File: src/rtl/mips_defs_pkg.sv
`default_nettype none
// ============================================================================
// Module      : mips_defs_pkg
// Description : Shared MIPS opcode/funct encodings, ALU op codes and ALU
//               source-select codes used by the decode stage.
// Revision    : 1.0 - initial release
// ============================================================================
package mips_defs_pkg;

  // Primary opcodes
  localparam logic [5:0] c_opc_rtype = 6'b000000;
  localparam logic [5:0] c_opc_andi  = 6'b001100;
  localparam logic [5:0] c_opc_ori   = 6'b001101;
  localparam logic [5:0] c_opc_xori  = 6'b001110;
  localparam logic [5:0] c_opc_lui   = 6'b001111;

  // R-type function codes
  localparam logic [5:0] c_fn_sll = 6'b000000;
  localparam logic [5:0] c_fn_srl = 6'b000010;
  localparam logic [5:0] c_fn_sra = 6'b000011;
  localparam logic [5:0] c_fn_and = 6'b100100;
  localparam logic [5:0] c_fn_or  = 6'b100101;
  localparam logic [5:0] c_fn_xor = 6'b100110;
  localparam logic [5:0] c_fn_nor = 6'b100111;

  // ALU operation codes
  localparam logic [7:0] c_alu_nop = 8'h00;
  localparam logic [7:0] c_alu_and = 8'h24;
  localparam logic [7:0] c_alu_or  = 8'h25;
  localparam logic [7:0] c_alu_xor = 8'h26;
  localparam logic [7:0] c_alu_nor = 8'h27;
  localparam logic [7:0] c_alu_sll = 8'h7C;
  localparam logic [7:0] c_alu_srl = 8'h02;
  localparam logic [7:0] c_alu_sra = 8'h03;

  // ALU source-select codes
  localparam logic [2:0] c_sel_none  = 3'b000;
  localparam logic [2:0] c_sel_logic = 3'b001;
  localparam logic [2:0] c_sel_shift = 3'b010;

endpackage
`default_nettype wire

File: src/rtl/ins_decode_ctrl.sv
`default_nettype none
// ============================================================================
// Module      : ins_decode_ctrl
// Description : Combinational MIPS instruction decoder. Produces read
//               enables/addresses, immediate operands for disabled reads,
//               ALU controls and destination information.
// Revision    : 1.0 - initial release
// ============================================================================
module ins_decode_ctrl
  import mips_defs_pkg::*;
#(
  parameter int DATA_W  = 32,
  parameter int RF_AW   = 5,
  parameter int ALUOP_W = 8
) (
  input  logic [31:0]        ins,
  output logic               rd1_en,
  output logic               rd2_en,
  output logic [RF_AW-1:0]   addr1,
  output logic [RF_AW-1:0]   addr2,
  output logic [DATA_W-1:0]  imm1,
  output logic [DATA_W-1:0]  imm2,
  output logic [ALUOP_W-1:0] alu_op,
  output logic [2:0]         alu_sel,
  output logic [RF_AW-1:0]   wr_addr,
  output logic               wr_en,
  output logic               ins_err
);

  logic [5:0]       w_opc;
  logic [5:0]       w_fn;
  logic [RF_AW-1:0] w_rs;
  logic [RF_AW-1:0] w_rt;
  logic [RF_AW-1:0] w_rd;
  logic             w_ilog;
  logic             w_lui;
  logic             w_rlog;
  logic             w_shift;

  assign w_opc = ins[31:26];
  assign w_fn  = ins[5:0];
  assign w_rs  = RF_AW'(ins[25:21]);
  assign w_rt  = RF_AW'(ins[20:16]);
  assign w_rd  = RF_AW'(ins[15:11]);

  // Classify the instruction and pick its ALU operation
  always_comb begin
    w_ilog  = 1'b0;
    w_lui   = 1'b0;
    w_rlog  = 1'b0;
    w_shift = 1'b0;
    ins_err = 1'b0;
    alu_op  = ALUOP_W'(c_alu_nop);
    case (w_opc)
      c_opc_andi: begin w_ilog = 1'b1; alu_op = ALUOP_W'(c_alu_and); end
      c_opc_ori:  begin w_ilog = 1'b1; alu_op = ALUOP_W'(c_alu_or);  end
      c_opc_xori: begin w_ilog = 1'b1; alu_op = ALUOP_W'(c_alu_xor); end
      c_opc_lui:  begin w_lui  = 1'b1; alu_op = ALUOP_W'(c_alu_or);  end
      c_opc_rtype: begin
        case (w_fn)
          c_fn_and: begin w_rlog  = 1'b1; alu_op = ALUOP_W'(c_alu_and); end
          c_fn_or:  begin w_rlog  = 1'b1; alu_op = ALUOP_W'(c_alu_or);  end
          c_fn_xor: begin w_rlog  = 1'b1; alu_op = ALUOP_W'(c_alu_xor); end
          c_fn_nor: begin w_rlog  = 1'b1; alu_op = ALUOP_W'(c_alu_nor); end
          c_fn_sll: begin w_shift = 1'b1; alu_op = ALUOP_W'(c_alu_sll); end
          c_fn_srl: begin w_shift = 1'b1; alu_op = ALUOP_W'(c_alu_srl); end
          c_fn_sra: begin w_shift = 1'b1; alu_op = ALUOP_W'(c_alu_sra); end
          default:  ins_err = 1'b1;
        endcase
      end
      default: ins_err = 1'b1;
    endcase
  end

  // Operand routing and destination per instruction class; unknown -> NOP
  always_comb begin
    rd1_en  = 1'b0;
    rd2_en  = 1'b0;
    addr1   = '0;
    addr2   = '0;
    imm1    = '0;
    imm2    = '0;
    alu_sel = c_sel_none;
    wr_addr = '0;
    wr_en   = 1'b0;
    if (w_ilog || w_lui) begin
      // LUI ignores rs: source 1 stays a constant zero
      rd1_en  = w_ilog;
      addr1   = w_ilog ? w_rs : '0;
      imm2    = w_lui ? DATA_W'({ins[15:0], 16'h0000}) : DATA_W'(ins[15:0]);
      alu_sel = c_sel_logic;
      wr_addr = w_rt;
      wr_en   = 1'b1;
    end
    if (w_rlog || w_shift) begin
      // Shifts take the shift amount in place of rs
      rd1_en  = w_rlog;
      addr1   = w_rlog ? w_rs : '0;
      imm1    = w_shift ? DATA_W'(ins[10:6]) : '0;
      rd2_en  = 1'b1;
      addr2   = w_rt;
      alu_sel = w_shift ? c_sel_shift : c_sel_logic;
      wr_addr = w_rd;
      wr_en   = 1'b1;
    end
  end

endmodule
`default_nettype wire

File: src/rtl/ins_decode_pipe.sv
`default_nettype none
// ============================================================================
// Module      : ins_decode_pipe
// Description : MIPS ID stage: decode, EX/MEM operand forwarding, load-use
//               hazard detection and the ID/EX pipeline register.
// Revision    : 1.0 - initial release
// ============================================================================
module ins_decode_pipe
  import mips_defs_pkg::*;
#(
  parameter int DATA_W  = 32,
  parameter int RF_AW   = 5,
  parameter int ALUOP_W = 8,
  parameter int FWD_EN  = 1
) (
  input  logic               clk,
  input  logic               reset,
  input  logic               in_valid,
  input  logic [DATA_W-1:0]  pc,
  input  logic [31:0]        ins,
  output logic               rd1_en,
  output logic               rd2_en,
  output logic [RF_AW-1:0]   addr1,
  output logic [RF_AW-1:0]   addr2,
  input  logic [DATA_W-1:0]  rf_data1,
  input  logic [DATA_W-1:0]  rf_data2,
  input  logic               ex_wr_en,
  input  logic [RF_AW-1:0]   ex_wr_addr,
  input  logic [DATA_W-1:0]  ex_wr_data,
  input  logic               ex_is_load,
  input  logic               mem_wr_en,
  input  logic [RF_AW-1:0]   mem_wr_addr,
  input  logic [DATA_W-1:0]  mem_wr_data,
  input  logic               stall_in,
  input  logic               flush,
  output logic               stall_req,
  output logic               out_valid,
  output logic [DATA_W-1:0]  out_pc,
  output logic [ALUOP_W-1:0] alu_op,
  output logic [2:0]         alu_sel,
  output logic [DATA_W-1:0]  src_data1,
  output logic [DATA_W-1:0]  src_data2,
  output logic [RF_AW-1:0]   wr_addr,
  output logic               wr_en,
  output logic               ins_err
);

  localparam logic c_fwd_on = (FWD_EN != 0);

  logic               w_rd1_en, w_rd2_en;
  logic [RF_AW-1:0]   w_addr1, w_addr2;
  logic [DATA_W-1:0]  w_imm1, w_imm2;
  logic [ALUOP_W-1:0] w_alu_op;
  logic [2:0]         w_alu_sel;
  logic [RF_AW-1:0]   w_wr_addr;
  logic               w_wr_en, w_ins_err;
  logic               w_ex_hit1, w_ex_hit2, w_mem_hit1, w_mem_hit2;
  logic [DATA_W-1:0]  w_src1, w_src2;

  ins_decode_ctrl #(
    .DATA_W  (DATA_W),
    .RF_AW   (RF_AW),
    .ALUOP_W (ALUOP_W)
  ) u_ctrl (
    .ins     (ins),
    .rd1_en  (w_rd1_en),
    .rd2_en  (w_rd2_en),
    .addr1   (w_addr1),
    .addr2   (w_addr2),
    .imm1    (w_imm1),
    .imm2    (w_imm2),
    .alu_op  (w_alu_op),
    .alu_sel (w_alu_sel),
    .wr_addr (w_wr_addr),
    .wr_en   (w_wr_en),
    .ins_err (w_ins_err)
  );

  // Register-file read port, quiet while in reset
  assign rd1_en = w_rd1_en & ~reset;
  assign rd2_en = w_rd2_en & ~reset;
  assign addr1  = reset ? '0 : w_addr1;
  assign addr2  = reset ? '0 : w_addr2;

  // Forwarding hits; register 0 never forwards
  assign w_ex_hit1  = c_fwd_on && ex_wr_en  && (ex_wr_addr  == w_addr1) && (w_addr1 != '0);
  assign w_ex_hit2  = c_fwd_on && ex_wr_en  && (ex_wr_addr  == w_addr2) && (w_addr2 != '0);
  assign w_mem_hit1 = c_fwd_on && mem_wr_en && (mem_wr_addr == w_addr1) && (w_addr1 != '0);
  assign w_mem_hit2 = c_fwd_on && mem_wr_en && (mem_wr_addr == w_addr2) && (w_addr2 != '0);

  // Source operand select: immediate, zero register, EX, MEM, then RF
  always_comb begin
    w_src1 = rf_data1;
    if (!w_rd1_en)           w_src1 = w_imm1;
    else if (w_addr1 == '0)  w_src1 = '0;
    else if (w_ex_hit1)      w_src1 = ex_wr_data;
    else if (w_mem_hit1)     w_src1 = mem_wr_data;
    w_src2 = rf_data2;
    if (!w_rd2_en)           w_src2 = w_imm2;
    else if (w_addr2 == '0)  w_src2 = '0;
    else if (w_ex_hit2)      w_src2 = ex_wr_data;
    else if (w_mem_hit2)     w_src2 = mem_wr_data;
  end

  // Load-use hazard: a load in EX targets a register this instruction reads
  assign stall_req = ~reset && in_valid && ex_is_load && ex_wr_en && (ex_wr_addr != '0) &&
                     ((w_rd1_en && (w_addr1 == ex_wr_addr)) ||
                      (w_rd2_en && (w_addr2 == ex_wr_addr)));

  // ID/EX register: reset > flush > hold > bubble > capture
  always_ff @(posedge clk) begin
    if (reset || flush || (!stall_in && (stall_req || !in_valid))) begin
      out_valid <= 1'b0;
      out_pc    <= '0;
      alu_op    <= '0;
      alu_sel   <= '0;
      src_data1 <= '0;
      src_data2 <= '0;
      wr_addr   <= '0;
      wr_en     <= 1'b0;
      ins_err   <= 1'b0;
    end else if (!stall_in) begin
      out_valid <= 1'b1;
      out_pc    <= pc;
      alu_op    <= w_alu_op;
      alu_sel   <= w_alu_sel;
      src_data1 <= w_src1;
      src_data2 <= w_src2;
      wr_addr   <= w_wr_addr;
      wr_en     <= w_wr_en;
      ins_err   <= w_ins_err;
    end
  end

endmodule
`default_nettype wire

File: config.mk
export PLATFORM = sky130hd
export DESIGN_NAME = ins_decode_pipe
export DESIGN_NICKNAME = d
export VERILOG_FILES = /design/src/rtl/mips_defs_pkg.sv /design/src/rtl/ins_decode_ctrl.sv /design/src/rtl/ins_decode_pipe.sv
export SDC_FILE = /design/constraint.sdc
export NUM_CORES = 1
export LEC_CHECK = 0
export ABC_AREA = 1
export CAP_MARGIN = 25
export CORE_MARGIN = 2
export CORE_UTILIZATION = 40
export DETAILED_ROUTE_END_ITERATION = 10
export PLACE_DENSITY = 0.8
export REMOVE_ABC_BUFFERS = 1
export SETUP_SLACK_MARGIN = 0.1
export SLEW_MARGIN = 15
export SYNTH_ARGS = -nofsm -noshare
export SYNTH_HDL_FRONTEND = slang
export SYNTH_HIERARCHICAL = 1
export SYNTH_SLANG_ARGS = --single-unit
export TNS_END_PERCENT = 1
File: constraint.sdc
create_clock -name clk -period 2.8 [get_ports clk]
set_input_delay 0.7 -clock clk [delete_from_list [all_inputs] [get_ports clk]]
set_output_delay 0.7 -clock clk [all_outputs]
set_load 0.01 [all_outputs]
-- Yosys cells after proc, flatten, opt, wreduce, memory -nomap -nowiden
Cells that the tools add are included.
- bitwise operators: 3
- equality and inequality tests: 16
- reduce and logical (&&, ||, !) cells: 37
- mux-type cells: 39
- operators with widths (kind ; number):
    $mux 32 ; 11
    $mux 5 ; 10
    $pmux 7 s7 ; 1
    $pmux 8 s4 ; 1
    $eq 5x5->1 ; 6
    $eq 6x4->1 const B ; 4
    $eq 6x6->1 const B ; 4
    $logic_and 1x1->1 ; 16
    $reduce_bool 5->1 ; 3
    $mux 1 ; 13
    $eq 6x2->1 const B ; 2
    $logic_not 6->1 ; 2
    $logic_not 5->1 ; 2
    $reduce_or 4->1 ; 2
    $reduce_or 7->1 ; 1
    $logic_or 1x1->1 ; 6
    $reduce_or 3->1 ; 2
    $mux 3 ; 1
    $and 1x1->1 ; 2
    $logic_not 1->1 ; 2
    $mux 2 ; 1
    $pmux 1 s2 ; 1
    $reduce_or 2->1 ; 1
    $not 1->1 ; 1
- word-level logic and storage cells: 104
- output and inout bits: 128
- input port bits: 210
- register bits: 115

-- Logic depth before layout (Yosys ltp)
- depth after elaboration: 13
- mapped depth: 20

-- Cells and area by module
The synthesis kept the hierarchy.
- by module, submodules not included (module ; area each (µm²) ; instances ; cells an instance ; seq. area each (µm²)):
    ins_decode_pipe ; 7417.1 ; 1 ; 1230 ; 2302.2
    ins_decode_ctrl ; 958.4 ; 1 ; 175 ; 0.0

-- Worst setup path before layout
OpenSTA, ideal clock, no wires.
- kind: input -> output
- start point: in ins[4]
- end point: out stall_req
- data arrival time: 2.094 ns
- data required time: 2.100 ns
- slack: 0.006 ns
- stages: 12
- path through: nor2_1 > nand3_1 > nand2_2 > nand2_2 > nor2_1 > xnor2_1 > nand2_1 > nor2_2 > nand3_1 > nand2_1 > nand2_1 > inv_1
- longest elaborated chain between the ends: 10
- elaborated cells on any way between the ends: 25
- classes of those cells: eq/ne: 8; mux: 9; reduce/logical: 8
- ends and longest elaborated chain (element ; RTL line ; text):
    start, declared ; ins_decode_pipe.sv:20 ; input logic [31:0] ins,
    $eq 6x6->1 (tied with other cells) ; ins_decode_ctrl.sv:60 ; case (w_fn)
    $reduce_or 4->1 (no source line) or $reduce_or 3->1 (tied branches) ; n/a ;
    $mux 1 ; ins_decode_ctrl.sv:60 ;
    $mux 1 ; ins_decode_ctrl.sv:54 ; case (w_opc)
    $logic_or 1x1->1 (*) ; ins_decode_ctrl.sv:95 ; if (w_rlog || w_shift) begin
    $mux 5 (*) ; ins_decode_ctrl.sv:95 ;
    net w_addr2[0] ; ins_decode_pipe.sv:51 ; logic [RF_AW-1:0] w_addr1, w_addr2;
    $eq 5x5->1 (*) ; ins_decode_pipe.sv:108 ; (w_rd2_en && (w_addr2 == ex_wr_addr)));
    $logic_and 1x1->1 (*) ; ins_decode_pipe.sv:108 ;
    $logic_or 1x1->1 (*) ; ins_decode_pipe.sv:107 ; ((w_rd1_en && (w_addr1 == ex_wr_addr)) ||
    $logic_and 1x1->1 (*) ; ins_decode_pipe.sv:106 ; assign stall_req = ~reset && in_valid && ex_is_load && ex_wr_en && (ex_wr_addr != '0) &&
    end, declared ; ins_decode_pipe.sv:36 ; output logic stall_req,
Mark *: on every way through the listed nets, which the timed path passes. The rest lies on a longest branch.

-- Worst setup path after layout
- start point: in ins[2]
- end point: out stall_req
The elaborated chain is that of the path after synthesis.

==> impl_metrics.yaml <==
worst_setup_path:
  path_class: "input pin to output pin"
  reg2reg_to: "src_data1[18]"
  rr_startpoint: "src_data1[18]"
  rr_worst_depth: 3
  critPathCapture: "stall_req"
  critical_path.top_delay_family: "simple AND/OR/NAND/NOR gates"
  cp.arrival_ps: 2200
  crit_slowest_cell: "buf_2"
  path_depth: 14
  crit_path_max_incr_delay_ps: 160
  path_common_cell: "nand2_2"
  crit_path_end_kind: "output pin"
  rrSetupSlack_ps: 1960
  crit_buf_inv: 3
  setup.worst_path.start: "ins[2]"
  cp.required_ps: 2100
  start_kind: "input pin"
  path_cells: "buf_2, nor2_4, nand3_2, nand2_2, nand2_4, nor2_4, xnor2_2, nand2_2, nor2_4, nand3_2, nand2_2, nand2_2, inv_2, buf_6"
  path_max_fanout: 6
floorplan:
  rows: 52
  core_um2: 20400
  die_x_um: 149
  die_h_um: 149
  dieArea_um2: 22100
  ioPinCount: 338
  start_util_pct: 41.1
global_route:
  grt.overflow.total: 0
  grt_max_degree: 115
  grt_pass1_wl_um: 55000
  antenna_found_initial: 0
  track_usage_pct: 32.0
  grt_pass1_vias: 10433
cts:
  clock-sinks: 115
  cts_max_level: 4
  holdBufCountCts: 0
  worstSkewPairLatency_ps: 420
  root_buffer: "clkbuf_16"
  clkSlewWorstSetupHoldPaths_ps: 60
  tritoncts: "built"
  cts_max_path_buffers: 2
  numCtsBuffers: 17
min_path:
  hp-class: "flop to flop"
run:
  maxCapViolCount: 0
synthesis:
  ys.flop_type: "dfxtp_1"
  synth-edff-count: 0
  ys_warn_count: 6
  syn_area_per_cell_um2: 5.96
  async_reset_ff_share_pct: 0
  syn_area_um2: 8380
  synth_seq_cells: 115
  synth_seq_area_share_pct: 27.5
  synth.distinct_cells: 31
  netlist_instances: 1405
layout:
  post-route-util_pct: 65.8
  layout-drive-gt1-share_pct: 16.3
  areaGrowthSynthToFinish_pct: 60.1
  stdcell_count: 2066
  nets: 1993
  multiInputGateArea_um2: 5210
  nFillCells: 1771
  ff_latch_area_um2: 2300
  antennaDiodeCount: 0
routing:
  vias: 10572
  vias_per_cell: 5.12
  drcViolationCount: 0
  drtAntennaViolNets: 0
  drt_iter0_drc: 691
  wl_um: 36100
  drt_pass1_iterations: 6
  post_drt_wl_per_cell_um: 17.5
sta:
  rsz0062_at_grt: "true"
  hold_viol: 0
  fmax_mhz: 345
  slew_violations: 0
  layout_setup_ws_ps: -97.9
  fin_setup_tns_ps: -97.9
  fin_crit_ps: 2900
  tightest_slew_ps: 683
  relSlewSlack_pct: 54.5
  timing.final.crit_share_pct: 103
  setup_viol: 1
  clock_skew_ps: 0
placement:
  place_inst: 2004
  port-buffer-count: 337
  place_congestion: 0.857
  hpwl_um: 24000
run_status:
  outcome: "finished with violations"
  violations: "setup timing"
power:
  power.leakage_uw: 0.00662
  worst_ir_drop_vdd_uv: 405
  p_per_area_nw_per_um2: 368
==> how the worst min path moves through the flow <==
| stage | startpoint | end | slack, ps | cells after the start |
|---|---|---|---|---|
| after global placement | out_valid | out_valid | 470 | 2 |
| after CTS | out_valid | out_valid | 500 | 2 |
| after global routing | out_valid | out_valid | 520 | 2 |
| after floorplan | out_valid | out_valid | 510 | 2 |
| final | out_valid | out_valid | 500 | 2 |
| after detailed placement | out_valid | out_valid | 490 | 2 |
==> kinds of logic after synthesis <==
logic type	synth area share [%]
other cells	0.0448
xor+xnor	0.628
buf+inv	14.7
simple gates	47.3
flops	27.5
mux	5.98
compound gates	3.94
==> power by group <==
group / total, µW / internal, µW / switching [µW]
sequential: 1700 / 1680 / 21.4
clock: 2200 / 1250 / 944
combinational: 1040 / 559 / 479
==> synth_stat cells (4+ instances only) <==
| cell type | count | area [µm²] |
|---|---|---|
| or2_0 | 9 | 56.3 |
| inv_2 | 8 | 30.0 |
| nor2_4 | 10 | 113 |
| nor2_2 | 5 | 31.3 |
| nor2_1 | 177 | 664 |
| buf_1 | 4 | 15.0 |
| buf_4 | 38 | 285 |
| nand2_1 | 410 | 1540 |
| dfxtp_1 | 115 | 2300 |
| or2_1 | 12 | 75.1 |
| buf_2 | 14 | 70.1 |
| a21oi_1 | 66 | 330 |
| mux2i_1 | 50 | 500 |
| clkbuf_1 | 60 | 225 |
| or2_2 | 43 | 269 |
| nand2_2 | 5 | 31.3 |
| inv_1 | 148 | 556 |
| nand3_1 | 178 | 891 |
| nand4_1 | 35 | 219 |
==> cells in the final DEF (no fill, tap or decap), types with 43 or more instances in the layout <==
| cell | count |
|---|---|
| inv_1 | 141 |
| clkdlybuf4s50_1 | 311 |
| buf_4 | 85 |
| or2_2 | 43 |
| dfxtp_1 | 115 |
| nor2_1 | 161 |
| nand2_1 | 394 |
| a21oi_1 | 66 |
| mux2i_1 | 50 |
| nand3_1 | 170 |
==> through the flow <==
step                      instance area [µm²]  worst slack (ps)  power [µW]  hold WS [ps]
after detailed placement                12400             -1100        2700           492
after global placement                  12400             -1010        2690           470
after floorplan                          7850             -1510        2090           512
after global routing                    13400              -184        5120           519
final                                   13400             -97.9        4930           498
after CTS                               13300             -64.0        4900           501
==> per-layer routing <==
| layer | track usage [%] | part of all wire [%] |
|---|---|---|
| met4 | 13.5 | 4.0 |
| met1 | 37.3 | 38 |
| met3 | 7.98 | 9.6 |
| met2 | 55.9 | 48 |
| met5 | 0 | 0 |
==> layout make-up <==
cell class | instances | share of cell area, %
multi-input cells | 1041 | 38.9
repair buffers | 449 | 32.7
flip-flops and latches | 115 | 17.2
inverters | 159 | 4.51
clock buffers | 18 | 3.20
well taps | 270 | 2.52
clock inverters | 14 | 1.06
==> tightest hold or removal path, delay by kind of cell, from the launching register on <==
kind             cells  cell delay, ps
DFF                  1             310
and+or+nand+nor      2             140
==> flip-flops by register name (all words and copies together), names as in the netlist <==
name       count
wr_en          1
src_data2     32
ins_err        1
alu_op         8
src_data1     32
out_valid      1
wr_addr        5
out_pc        32
alu_sel        3
==> repair_timing <==
item,4_1_cts,5_1_grt
resized for setup,126,51
buffers inserted,28,4
pin swaps,26,33
endpoints found under the setup margin,128,81
No activity file was read; power rests on OpenSTA's default activity.
